--- src/rtl/data_mem_arb_pkg.sv ---
// data_mem_arb_pkg: shared constants for the data-memory arbiter.
// Holds the state encoding, port indices, sign_mask fields and a port helper.
package data_mem_arb_pkg;

    typedef enum logic [1:0] {
        IDLE  = 2'd0,
        ISSUE = 2'd1,
        WAIT  = 2'd2,
        RESP  = 2'd3
    } arb_state_t;

    localparam logic PORT_CPU = 1'b0;
    localparam logic PORT_AUX = 1'b1;

    localparam int SM_SIGNED = 3;
    localparam int SM_WORD   = 2;
    localparam int SM_HALF   = 1;
    localparam int SM_BYTE   = 0;

    function automatic logic other_port(input logic p);
        return ~p;
    endfunction

endpackage

--- src/rtl/data_mem_arbiter_pick.sv ---
// arb_pick2: combinational winner select between two requesters.
// Ports: req0/req1, last_gnt in; winner out. DATA_MEM_ARB_RR_EN selects round-robin.
module arb_pick2
    import data_mem_arb_pkg::*;
(
    input  logic req0,
    input  logic req1,
    input  logic last_gnt,
    output logic winner
);

`ifdef DATA_MEM_ARB_RR_EN
    always_comb begin
        winner = PORT_CPU;
        if (req0 && req1)
            winner = other_port(last_gnt);
        else if (req1)
            winner = PORT_AUX;
    end
`else
    logic unused_last_gnt;
    assign unused_last_gnt = last_gnt;

    always_comb begin
        winner = PORT_CPU;
        if (req1 && !req0)
            winner = PORT_AUX;
    end
`endif

endmodule

--- src/rtl/data_mem_arbiter.sv ---
// data_mem_arbiter: shares the single-ported data memory between the CPU (port 0)
// and a secondary master (port 1); one strobe per access, ack once clk_stall drains.
// Ports: clk/reset; per port req/we/addr/wdata/sign_mask in, ack/rdata out;
// mem_addr/mem_write_data/mem_sign_mask/mem_memread/mem_memwrite out,
// mem_read_data/mem_clk_stall in; busy, gnt_id out.
// Define DATA_MEM_ARB_RR_EN for round-robin tie-break (default: port 0 fixed priority).
module data_mem_arbiter
    import data_mem_arb_pkg::*;
#(
    parameter int ADDR_W = 32,
    parameter int DATA_W = 32
) (
    input  logic              clk,
    input  logic              reset,
    input  logic              req0,
    input  logic              we0,
    input  logic [ADDR_W-1:0] addr0,
    input  logic [DATA_W-1:0] wdata0,
    input  logic [3:0]        sign_mask0,
    output logic              ack0,
    output logic [DATA_W-1:0] rdata0,
    input  logic              req1,
    input  logic              we1,
    input  logic [ADDR_W-1:0] addr1,
    input  logic [DATA_W-1:0] wdata1,
    input  logic [3:0]        sign_mask1,
    output logic              ack1,
    output logic [DATA_W-1:0] rdata1,
    output logic [ADDR_W-1:0] mem_addr,
    output logic [DATA_W-1:0] mem_write_data,
    output logic [3:0]        mem_sign_mask,
    output logic              mem_memread,
    output logic              mem_memwrite,
    input  logic [DATA_W-1:0] mem_read_data,
    input  logic              mem_clk_stall,
    output logic              busy,
    output logic              gnt_id
);

    arb_state_t state;
    logic       seen_stall;
    logic       gnt_we;
    logic       winner;
    logic       last_gnt;

    logic              sel_we;
    logic [ADDR_W-1:0] sel_addr;
    logic [DATA_W-1:0] sel_wdata;
    logic [3:0]        sel_mask;

`ifndef DATA_MEM_ARB_RR_EN
    assign last_gnt = 1'b1;
`endif

    arb_pick2 u_pick (
        .req0     (req0),
        .req1     (req1),
        .last_gnt (last_gnt),
        .winner   (winner)
    );

    assign sel_we    = (winner == PORT_AUX) ? we1        : we0;
    assign sel_addr  = (winner == PORT_AUX) ? addr1      : addr0;
    assign sel_wdata = (winner == PORT_AUX) ? wdata1     : wdata0;
    assign sel_mask  = (winner == PORT_AUX) ? sign_mask1 : sign_mask0;

    always_ff @(posedge clk or posedge reset) begin
        if (reset) begin
            state          <= IDLE;
            seen_stall     <= 1'b0;
            gnt_we         <= 1'b0;
            gnt_id         <= PORT_CPU;
            busy           <= 1'b0;
            ack0           <= 1'b0;
            ack1           <= 1'b0;
            rdata0         <= '0;
            rdata1         <= '0;
            mem_addr       <= '0;
            mem_write_data <= '0;
            mem_sign_mask  <= '0;
            mem_memread    <= 1'b0;
            mem_memwrite   <= 1'b0;
`ifdef DATA_MEM_ARB_RR_EN
            last_gnt       <= PORT_AUX;
`endif
        end else begin
            mem_memread  <= 1'b0;
            mem_memwrite <= 1'b0;
            ack0         <= 1'b0;
            ack1         <= 1'b0;
            unique case (state)
                IDLE: begin
                    // A stall seen here is a leftover access (e.g. after reset); let it drain.
                    if (!mem_clk_stall && (req0 || req1)) begin
                        gnt_id         <= winner;
                        gnt_we         <= sel_we;
                        mem_addr       <= sel_addr;
                        mem_write_data <= sel_wdata;
                        mem_sign_mask  <= sel_mask;
                        mem_memread    <= !sel_we;
                        mem_memwrite   <= sel_we;
                        busy           <= 1'b1;
                        state          <= ISSUE;
`ifdef DATA_MEM_ARB_RR_EN
                        last_gnt       <= winner;
`endif
                    end
                end
                ISSUE: begin
                    seen_stall <= 1'b0;
                    state      <= WAIT;
                end
                WAIT: begin
                    // Completion is the falling edge of the busy window, not its absence.
                    if (mem_clk_stall) begin
                        seen_stall <= 1'b1;
                    end else if (seen_stall) begin
                        if (gnt_id == PORT_AUX) begin
                            rdata1 <= gnt_we ? '0 : mem_read_data;
                            ack1   <= 1'b1;
                        end else begin
                            rdata0 <= gnt_we ? '0 : mem_read_data;
                            ack0   <= 1'b1;
                        end
                        state <= RESP;
                    end
                end
                RESP: begin
                    busy  <= 1'b0;
                    state <= IDLE;
                end
            endcase
        end
    end

endmodule

--- config.mk ---
export PLATFORM = sky130hd
export DESIGN_NAME = data_mem_arbiter
export DESIGN_NICKNAME = d
export VERILOG_FILES = /design/src/rtl/data_mem_arb_pkg.sv /design/src/rtl/data_mem_arbiter_pick.sv /design/src/rtl/data_mem_arbiter.sv
export SDC_FILE = /design/constraint.sdc
export NUM_CORES = 1
export LEC_CHECK = 0
export ABC_AREA = 1
export CELL_PAD_IN_SITES_DETAIL_PLACEMENT = 1
export CELL_PAD_IN_SITES_GLOBAL_PLACEMENT = 1
export CORE_MARGIN = 3
export CORE_UTILIZATION = 25
export DETAILED_ROUTE_END_ITERATION = 12
export GPL_TIMING_DRIVEN = 1
export PLACE_DENSITY = 0.86
export RECOVER_POWER = 25
export SYNTH_ARGS = -nofsm -noshare
export SYNTH_HDL_FRONTEND = slang
export SYNTH_SLANG_ARGS = --single-unit
--- constraint.sdc ---
create_clock -name clk -period 5.6 [get_ports clk]
set_input_delay 1.68 -clock clk [delete_from_list [all_inputs] [get_ports clk]]
set_output_delay 1.68 -clock clk [all_outputs]
set_load 0.01 [all_outputs]
==> impl_metrics.tcl, run 1 <==
set metrics [dict create \
    holdCritPathClass "reg2reg" \
    hold_start "mem_addr[28]$_DFFE_PP0P_" \
    synth_largest_area_cell "dfrtp_1" \
    rsz0062_at_grt "no" \
    final.period_utilization 0.6864 \
    ant_nets 0 \
    finalWorstSetupSlack_ns 1.756 \
    synthFlopType "dfrtp_1" \
    drive_above_1_share 0.03900 \
    r2r-start "state[0]$_DFFE_PP0P_" \
    fmax_mhz 260.2 \
    dp.cells 1503 \
    core-area_um2 25470 \
    synth-edff-count 0 \
    std_cell_rows 58 \
    die_x_um 167.9 \
    status "finished with violations" \
    wl_mm 23.29 \
    insertion_delay_ns 0.42 \
    whs_ns 0.4769 \
    crit_slowest_cell "clkbuf_2" \
    syn_nets 1079 \
    worstSetupPathType "in2async" \
    cp-startpoint "reset" \
    finalInstanceArea_um2 10540 \
    clockBufferDepth 2 \
    end_kind "async pin" \
    hold_violations 0 \
    power_density_nw_per_um2 491.8 \
    io-pin-count 313 \
    fin_nets 1371 \
    dieArea_um2 28190 \
    initial_core_util 0.2573 \
    die_height_um 167.9 \
    n_antenna_cell 0 \
    crit_arrival_ns 4.10 \
    grt_max_degree 86 \
    place.port_buffers 312 \
    avgSynthCellArea_um2 7.282 \
    r2r_slack_ns 3.34 \
    worstMarginPinSlew_ns 1.486 \
    synth_area_um2 6554 \
    vias 6657 \
    synthArstFlopShare 1.000 \
    post-route-min-period_ns 3.844 \
    r2r_end "rdata0[20]$_DFFE_PP0P_" \
    antenna_found_initial 1 \
    cts_setup_buffers 0 \
    max_stage_delay_ns 1.22 \
    worstPathMaxFanout 85 \
    synth_most_common_cell "nand2_1" \
    grt_overflow 0 \
    cts_root_buf "clkbuf_16" \
    gp_congestion 0.7864 \
    power.total_mw 5.182 \
    cp-start-kind "input pin" \
    place_area_um2 9947 \
    dp_hpwl_mm 17.15 \
    max_slew_margin 0.009654 \
    finish.utilization 0.4137 \
    maxSlewViolCount 0 \
    vdd_drop_max_v 0.0001990 \
    synth_commonest_cells "552 x nand2_1, 142 x dfrtp_1, 73 x inv_1" \
    ys_warn_count 0 \
    synth_top_area_frac 0.5422 \
    ys_types 18 \
    fin_setup_tns_ns 0 \
    clkTransAtPathRegs_ns 0.06 \
    grt_pass1_vias 7042 \
    grt_pass1_wl_mm 37.49 \
    place_ws_ns 1.844 \
    synth.area.top_cells "dfrtp_1 54%, nand2_1 32%, inv_1 4.2%" \
    instances_no_fill 1535 \
    grt_usage 0.1647 \
    cts_resized 0 \
    maxCapViolCount 1 \
    fin_skew_ns 0.01554 \
    worst_r2r_path_depth 7 \
    cts_buffers 17 \
    finalSetupViolations 0 \
    via_per_inst 4.337 \
    cp.required_ns 5.86 \
    cts_tree "built" \
    p_leak_nw 5.387 \
    cts.sinks 142 \
    ys_ff_latch 142 \
    synth-seq-area-share 0.5422 \
    htreeDepth 4 \
    synth_cells 900 \
    drtIter0Drc 314 \
    drt_pass1_iterations 4 \
    crit_path_end "mem_write_data[26]$_DFFE_PP0P_" \
    wl_per_cell_um 15.17 \
    failed_checks "capacitance limit" \
    crit_chain "dlygate4sd3_1 > inv_6 > clkbuf_2" \
    hold_buffers 0 \
    syn_to_final_growth_pct 60.79 \
    drc 0 \
]
[cell type report]
type | instances | area (um^2)
Clock buffer | 19 | 452.9
Clock inverter | 13 | 152.6
Fill cell | 3090 | 14930
Inverter | 77 | 294.0
Multi-Input combinational cell | 635 | 2499
Sequential cell | 142 | 3553
Tap cell | 330 | 412.9
Timing Repair Buffer | 319 | 3173
[worst min path at each step]
stage,cells past startpoint,slack (ns),to
6_report,2,0.48,mem_addr[28]$_DFFE_PP0P_
5_1_grt,2,0.50,rdata0[27]$_DFFE_PP0P_
4_1_cts,2,0.48,mem_addr[30]$_DFFE_PP0P_
3_5_place_dp,2,0.47,mem_addr[30]$_DFFE_PP0P_
3_3_place_gp,2,0.46,mem_write_data[26]$_DFFE_PP0P_
2_1_floorplan,2,0.47,seen_stall$_DFFE_PP0P_
[layout by cell type (no fill, tap or decap), drive strengths merged]
cell type / netlist / routed
and2: 2 / 2
buf: 29 / 6
bufinv: 0 / 2
clkbuf: 17 / 20
clkdlybuf4s50: 0 / 310
clkinv: 0 / 3
clkinvlp: 0 / 2
dfrtp: 142 / 142
dlygate4sd3: 0 / 2
ha: 4 / 4
inv: 77 / 83
nand2: 553 / 553
nand3: 3 / 3
nand4: 1 / 1
nor2: 33 / 33
nor3: 1 / 1
o21ai: 37 / 37
or2: 1 / 1
[cell families (layout without fill, tap and decap cells)]
kind of cell	after synthesis	after routing	synth area share
flip-flops	142	142	0.5422
adder cells (fa/ha/maj)	4	4	0.007637
AO/OA/AOI/OAI	37	37	0.02826
buffers and inverters	123	428	0.07827
AND/OR/NAND/NOR	594	594	0.3436
[critical path, delay by kind of cell]
family	cells	cell delay, ns
buffers and inverters	3	2.34
[sequential cells by signal, indices dropped and copies added, names as in the netlist]
name            count
ack0                1
ack1                1
busy                1
gnt_id              1
gnt_we              1
mem_addr           32
mem_memread         1
mem_memwrite        1
mem_sign_mask       4
mem_write_data     32
rdata0             32
rdata1             32
seen_stall          1
state               2
[per-layer routing]
metal	global-route usage	wire, um	vias up
li1	-	-	3241
met1	0.2010	9602	3159
met2	0.2807	11230	238
met3	0.05588	2186	17
met4	0.04091	253	2
met5	0	12	-
[power by group]
part           switching (mW)  total (mW)  internal (mW)  leakage, nW
combinational            1.06        2.22           1.16         3.35
sequential              0.285        1.79           1.50         1.75
clock                   0.484        1.18          0.692        0.293
No activity file was read; power rests on OpenSTA's default activity.
==> run 2, diff against run 1 <==
CORE_UTILIZATION = 28   (was 25)
PLACE_DENSITY = 0.9   (was 0.86)
clock period = 4 ns   (was 5.6 ns; I/O delays follow)
==> run 2 against run 1 <==
Against the previous run:
- the run now ends clean
- count of clock-buffer cells in the layout down 2
- highest routed layer is now met4
- clock skew shrank 0.0057 ns
- critical path depth is 4 higher
- sequential share of layout area hardly changed
- first-iteration DRC count fell by 12%
- critical endpoint is now rdata1[17]$_DFFE_PP0P_
==> impl_metrics.tcl, run 2 (synthesized netlist as in run 1, its figures left out) <==
set metrics [dict create \
    status "completed" \
    antenna_found_initial 0 \
    wl_met1_mm 9.664 \
    htreeDepth 4 \
    finalInstanceArea_um2 10540 \
    holdCritPathClass "reg2reg" \
    cts.sinks 142 \
    insertion_delay_ns 0.42 \
    cts_resized 0 \
    worstPathMaxFanout 65 \
    cts_tree "built" \
    final.period_utilization 0.6944 \
    fillCellCount 2849 \
    hold_start "rdata0[7]$_DFFE_PP0P_" \
    routed.top_layer "met4" \
    maxSlewViolCount 0 \
    dieArea_um2 25280 \
    drt_pass1_iterations 4 \
    clockBufferDepth 2 \
    dp_hpwl_mm 17.31 \
    vias 6655 \
    initial_core_util 0.2869 \
    layout_commonest_cell "nand2_1" \
    die_x_um 159.0 \
    cp.required_ns 4.33 \
    finish.utilization 0.4611 \
    seq_area_um2 3553 \
    cp-startpoint "mem_clk_stall" \
    end_kind "flip-flop" \
    io-pin-count 313 \
    cp-start-kind "input pin" \
    multiInputGateArea_um2 2499 \
    drc 0 \
    drtIter0Drc 277 \
    grt_pass1_vias 7245 \
    worstSetupPathType "in2reg" \
    grt_overflow 0 \
    cts_buffers 17 \
    syn_to_final_growth_pct 60.75 \
    finalSetupViolations 0 \
    place_area_um2 9962 \
    rsz0062_at_grt "no" \
    wl_mm 23.32 \
    ant_nets 0 \
    grt_usage 0.1838 \
    dr_wl_met2_mm 11.38 \
    dp.cells 1491 \
    hold_buffers 0 \
    clkTransAtPathRegs_ns 0.07 \
    core-area_um2 22850 \
    fin_nets 1376 \
    instances_no_fill 1523 \
    via_per_inst 4.370 \
    place.port_buffers 312 \
    wl_met3_mm 1.789 \
    n_antenna_cell 0 \
    power_density_nw_per_um2 682.3 \
    hold_violations 0 \
    drive_above_1_share 0.04298 \
    post-route-min-period_ns 2.777 \
    die_height_um 159.0 \
    r2r-start "state[0]$_DFFE_PP0P_" \
    grt_max_degree 143 \
    p_leak_nw 5.394 \
    worstMarginPinSlew_ns 0.7841 \
    gp_congestion 0.8052 \
    vdd_drop_max_v 0.0002652 \
    max_slew_margin 0.4773 \
    cts_root_buf "clkbuf_16" \
    fin_skew_ns 0.009817 \
    fin_setup_tns_ns 0 \
    std_cell_rows 55 \
    fmax_mhz 360.0 \
    cts_setup_buffers 0 \
    crit_arrival_ns 3.11 \
    maxCapViolCount 0 \
    grt_pass1_wl_mm 37.52 \
    mostFrequentLayoutCells "552 x nand2_1, 310 x clkdlybuf4s50_1, 142 x dfrtp_1" \
    wl_per_cell_um 15.31 \
]
[run 2: cell types whose count changed in the layout (fill, tap and decap cells not counted), sizes merged]
cell | before | now
inv | 83 | 85
buf | 6 | 12
bufinv | 2 | 1
clkbuf | 20 | 17
clkinv | 3 | 2
clkinvlp | 2 | 4
[run 2: path summary, 6_finish.rpt]
check / to / slack, ns / cells past startpoint
min in group asynchronous: mem_addr[30]$_DFFE_PP0P_ / 1.49 / 3
worst max register to register: rdata1[17]$_DFFE_PP0P_ / 2.06 / 7
worst max-delay path: rdata1[17]$_DFFE_PP0P_ / 1.22 / 7
worst min register to register: rdata0[7]$_DFFE_PP0P_ / 0.48 / 2
max in group asynchronous: mem_addr[10]$_DFFE_PP0P_ / 1.94 / 3
worst min-delay path: rdata0[7]$_DFFE_PP0P_ / 0.48 / 2
[run 2: final cells by class]
| type | instances | area share |
|---|---|---|
| Sequential cell | 142 | 0.3373 |
| Clock inverter | 15 | 0.01401 |
| Clock buffer | 17 | 0.04038 |
| Inverter | 77 | 0.02779 |
| Multi-Input combinational cell | 635 | 0.2372 |
| Timing Repair Buffer | 324 | 0.3062 |
| Tap cell | 313 | 0.03717 |
[run 2: worst max-delay path, stage by stage]
cell and delay [ns]:
dlygate4sd3_1 0.55, inv_1 0.18, nand2_1 0.15, nor3_4 0.13, buf_4 0.56, nand2_1 0.18
o21ai_1 0.13
[run 2: through the flow]
step / hold WS [ns] / setup WS (ns) / power [mW]
6_report: 0.4782 / 1.223 / 7.188
5_1_grt: 0.5015 / 1.132 / 7.691
4_1_cts: 0.4811 / 1.377 / 7.305
3_5_place_dp: 0.4650 / 1.023 / 5.689
3_3_place_gp: 0.4609 / 1.022 / 5.546
2_1_floorplan: 0.4732 / 1.023 / 3.741
[run 2: where the power goes]
group	switching [mW]	total, mW	internal [mW]	leakage, nW
Clock	0.689	1.56	0.876	0.274
Combinational	1.49	3.12	1.63	3.37
Sequential	0.406	2.51	2.10	1.75
Total	2.58	7.19	4.60	5.39
[run 2: routing by layer]
layer,up-vias,track usage
met5,-,0
met4,0,0.06049
met3,30,0.06191
met2,235,0.3218
met1,3143,0.2121
li1,3247,-
==> patch 1 (settings of run 1) <==
Set the parameter `DATA_W` to 40 (it was 32).
--- a/src/rtl/data_mem_arbiter.sv
+++ b/src/rtl/data_mem_arbiter.sv
@@ -8,7 +8,7 @@
     import data_mem_arb_pkg::*;
 #(
     parameter int ADDR_W = 32,
-    parameter int DATA_W = 32
+    parameter int DATA_W = 40
 ) (
     input  logic              clk,
     input  logic              reset,
Interface: changed (6 resized); port bits go from 313 to 361. No check against the original RTL was run, so the function may have changed too.
==> patch 1 against run 1 <==
  * The run ends with capacitance limit, slew limit left
  * Routed wire length up 18%
  * Global-route usage up 0.43 points
  * Synthesized area grew 16%
  * Highest routed layer is now met4
  * Sequential cell count up 24
  * Setup slack worse by 66 ps
  * Via count up 16%
  * Largest cell class unchanged
  * Power is 15% higher
  * Cell area increased by 16%
==> patch 1: results (changes against run 1) <==
# Max-Cap Violations 1 (unchanged); delay of the slowest cell on the worst path 1630 ps (was 1220 ps); total routing resource utilization after global routing 0.169 (was 0.165); failing checks capacitance limit, slew limit (was capacitance limit); total area of sequential cells 4150 µm² (was 3550 µm²); global-route met3 utilization 0.0579 (was 0.0559); Post-Synthesis Net Count 1247 (was 1079); Post-Route M1 WL 11500 µm (was 9600 µm); Layout fillers 3610 (was 3090); post-place setup slack 1820 ps (was 1840 ps); number of nets in the final layout 1583 (was 1371); run status complete, but fails checks (unchanged); adder-cell area share of the yosys netlist 0.00657 (was 0.00764); sequential fraction of the synthesis area 0.545 (was 0.542); cell count after synthesis 1044 (was 900); power per cell area 488 nW/µm² (was 492 nW/µm²); vias after detailed routing 7736 (was 6657); total length of routed met2 wires 13400 µm (was 11200 µm); Synth Area in Compound Gates 0.0296 (was 0.0283); CLK BUF 23 (was 19); clock network area share 0.0510 (was 0.0575); via count of the first global-routing pass 8305 (was 7042); final-report max-slew violation count 167 (was 0); quantity of I/O buffers inserted on ports 360 (was 312); Detailed Route WL 27500 µm (was 23300 µm); Signal buffers 371 (was 319); sequential cell area share 0.341 (was 0.337); share of post-route cells with drive strength above 1 0.0337 (was 0.0390); Leak 0.00621 µW (was 0.00539 µW); detailed route wirelength on metal3 2190 µm (about the same); first-pass GRT wire length 44400 µm (was 37500 µm); post-layout instance count excluding filler cells 1783 (was 1535); multi-input logic area 2880 µm² (was 2500 µm²); relative slew slack -0.539 (was 0.00965); pin count of the biggest net entering global routing 167 (was 86); Clock group 1250 µW (was 1180 µW); met2 capacity usage during global routing 0.291 (was 0.281); top fanout value on the critical path 166 (was 85); Multi-input comb cells 731 (was 635)
patch 1: cell types whose count changed after synthesis, sizes merged:
cell | before | now
buf | 29 | 31
clkbuf | 17 | 23
dfrtp | 142 | 166
inv | 77 | 93
nand2 | 553 | 633
nor2 | 33 | 41
o21ai | 37 | 45
patch 1: final timing paths:
kind | endpoint | from | slack (ps)
min | rdata0[28]$_DFFE_PP0P_ | rdata0[28]$_DFFE_PP0P_ | 480
max reg2reg | mem_addr[10]$_DFFE_PP0P_ | state[0]$_DFFE_PP0P_ | 3390
max | rdata1[12]$_DFFE_PP0P_ | reset | 1690
max in group clk | mem_addr[10]$_DFFE_PP0P_ | mem_clk_stall | 2210
min in group asynchronous | rdata1[4]$_DFFE_PP0P_ | reset | 2480
min reg2reg | rdata0[28]$_DFFE_PP0P_ | rdata0[28]$_DFFE_PP0P_ | 480
patch 1: cells by family after synthesis:
family          after synthesis
buf+inv                     147
fa+ha+maj                     4
flops                       166
compound gates               45
simple gates                682
==> patch 2 (config.mk and constraints of run 1) <==
Made on the original files. The 4 states of `arb_state_t` get a one-hot encoding in 4 bits.
--- a/src/rtl/data_mem_arb_pkg.sv
+++ b/src/rtl/data_mem_arb_pkg.sv
@@ -2,11 +2,11 @@
 // Holds the state encoding, port indices, sign_mask fields and a port helper.
 package data_mem_arb_pkg;
 
-    typedef enum logic [1:0] {
-        IDLE  = 2'd0,
-        ISSUE = 2'd1,
-        WAIT  = 2'd2,
-        RESP  = 2'd3
+    typedef enum logic [3:0] {
+        IDLE  = 4'b0001,
+        ISSUE = 4'b0010,
+        WAIT  = 4'b0100,
+        RESP  = 4'b1000
     } arb_state_t;
 
     localparam logic PORT_CPU = 1'b0;
Check against the original RTL: same outputs for any inputs over 4 cycles, from zero or initial values and one cycle with reset high; so few cycles prove little.
==> patch 2 against run 1 <==
  * Highest routed layer unchanged
  * Register-to-register slack improved by 180 ps
  * Routed wire length up 5.4%
  * The run ends with capacitance limit, slew limit left
  * Sequential power decreased by 12%
  * Sequential cell count up 2
  * Synthesized area grew 2.2%
  * Critical endpoint is now mem_write_data[0]$_DFFE_PP0P_
  * Power shrank 15%
  * Setup slack better by 340 ps
  * Cell area increased by 1.3%
==> patch 2: results (changes against run 1) <==
run status complete, but fails checks (unchanged); failing checks capacitance limit, slew limit (was capacitance limit); slew at the pin closest to its max-slew limit 2140 ps (was 1490 ps); Layout fillers 3225 (was 3090); Multi-input comb cells 675 (was 635); endpoint of the most critical setup path mem_write_data[0]$_DFFE_PP0P_ (was mem_write_data[26]$_DFFE_PP0P_); global-route met3 utilization 0.0554 (was 0.0559); worst hold path startpoint rdata1[4]$_DFFE_PP0P_ (was mem_addr[28]$_DFFE_PP0P_); Post-Synthesis Net Count 1092 (was 1079); via count of the first global-routing pass 7205 (was 7042); critical path startpoint mem_clk_stall (was reset); cell-internal power 2930 µW (was 3350 µW); Seq cells post-synth 144 (was 142); sequential cell area share 0.338 (was 0.337); Area contributors post-synth sky130_fd_sc_hd__dfrtp_1 53%, sky130_fd_sc_hd__nand2_1 31%, sky130_fd_sc_hd__nand3_1 5.0% (was sky130_fd_sc_hd__dfrtp_1 54%, sky130_fd_sc_hd__nand2_1 32%, sky130_fd_sc_hd__inv_1 4.2%); top cells by instance count after synthesis 561 x sky130_fd_sc_hd__nand2_1, 143 x sky130_fd_sc_hd__dfrtp_1, 67 x sky130_fd_sc_hd__nand3_1, 43 x sky130_fd_sc_hd__inv_1 (was 552 x sky130_fd_sc_hd__nand2_1, 142 x sky130_fd_sc_hd__dfrtp_1, 73 x sky130_fd_sc_hd__inv_1, 33 x sky130_fd_sc_hd__nor2_1, 27 x sky130_fd_sc_hd__o21ai_1); met2 capacity usage during global routing 0.288 (was 0.281); first-pass GRT wire length 38200 µm (was 37500 µm); pin count of the biggest net entering global routing 95 (was 86); non-clock inverter count in the final layout 47 (was 77); final-report max-slew violation count 94 (was 0); top fanout value on the critical path 39 (was 85); total routing resource utilization after global routing 0.167 (was 0.165); worst reg-to-reg path cell count 6 (was 7); routability-driven placement congestion ratio 0.773 (was 0.786); relative area of non-clock buffer cells in the final design 0.302 (was 0.301); global routing met1 resource utilization 0.203 (was 0.201); CP max stage cell sky130_fd_sc_hd__nor2_4 (was sky130_fd_sc_hd__clkbuf_2); combinational fraction of design power 0.374 (was 0.428); endpoint with the worst hold slack rdata1[4]$_DFFE_PP0P_ (was mem_addr[28]$_DFFE_PP0P_); # Max-Cap Violations 1 (unchanged); DP Wirelength 18200 µm (was 17100 µm); total length of routed met2 wires 11900 µm (was 11200 µm); number of nets in the final layout 1384 (was 1371)
patch 2: changes by cell type in the layout (fill, tap and decap cells not counted), sizes merged, moves of 2 or more:
| cell | delta |
|---|---|
| and2 | -2 |
| buf | +6 |
| ha | -4 |
| inv | -36 |
| nand2 | +8 |
| nand3 | +64 |
| nor2 | +10 |
| o21ai | -35 |
patch 2: logic make-up (layout without fill, tap and decap cells):
group / after synthesis / count (layout) / synth area share
compound gates: 3 / 3 / 0.00224
simple gates: 672 / 672 / 0.391
flops: 144 / 144 / 0.538
buf+inv: 98 / 400 / 0.0682
patch 2: metrics by stage:
step	area, µm²	setup WS, ps	cells	hold slack, ps	utilization
floorplan	6700	55.4	917	453	-
global placement	10100	1810	1525	453	0.385
detailed placement	10100	1740	1525	459	0.385
CTS	10700	2190	1554	475	0.407
global route	10700	1690	1554	492	0.407
finish	10700	2090	1554	469	0.407
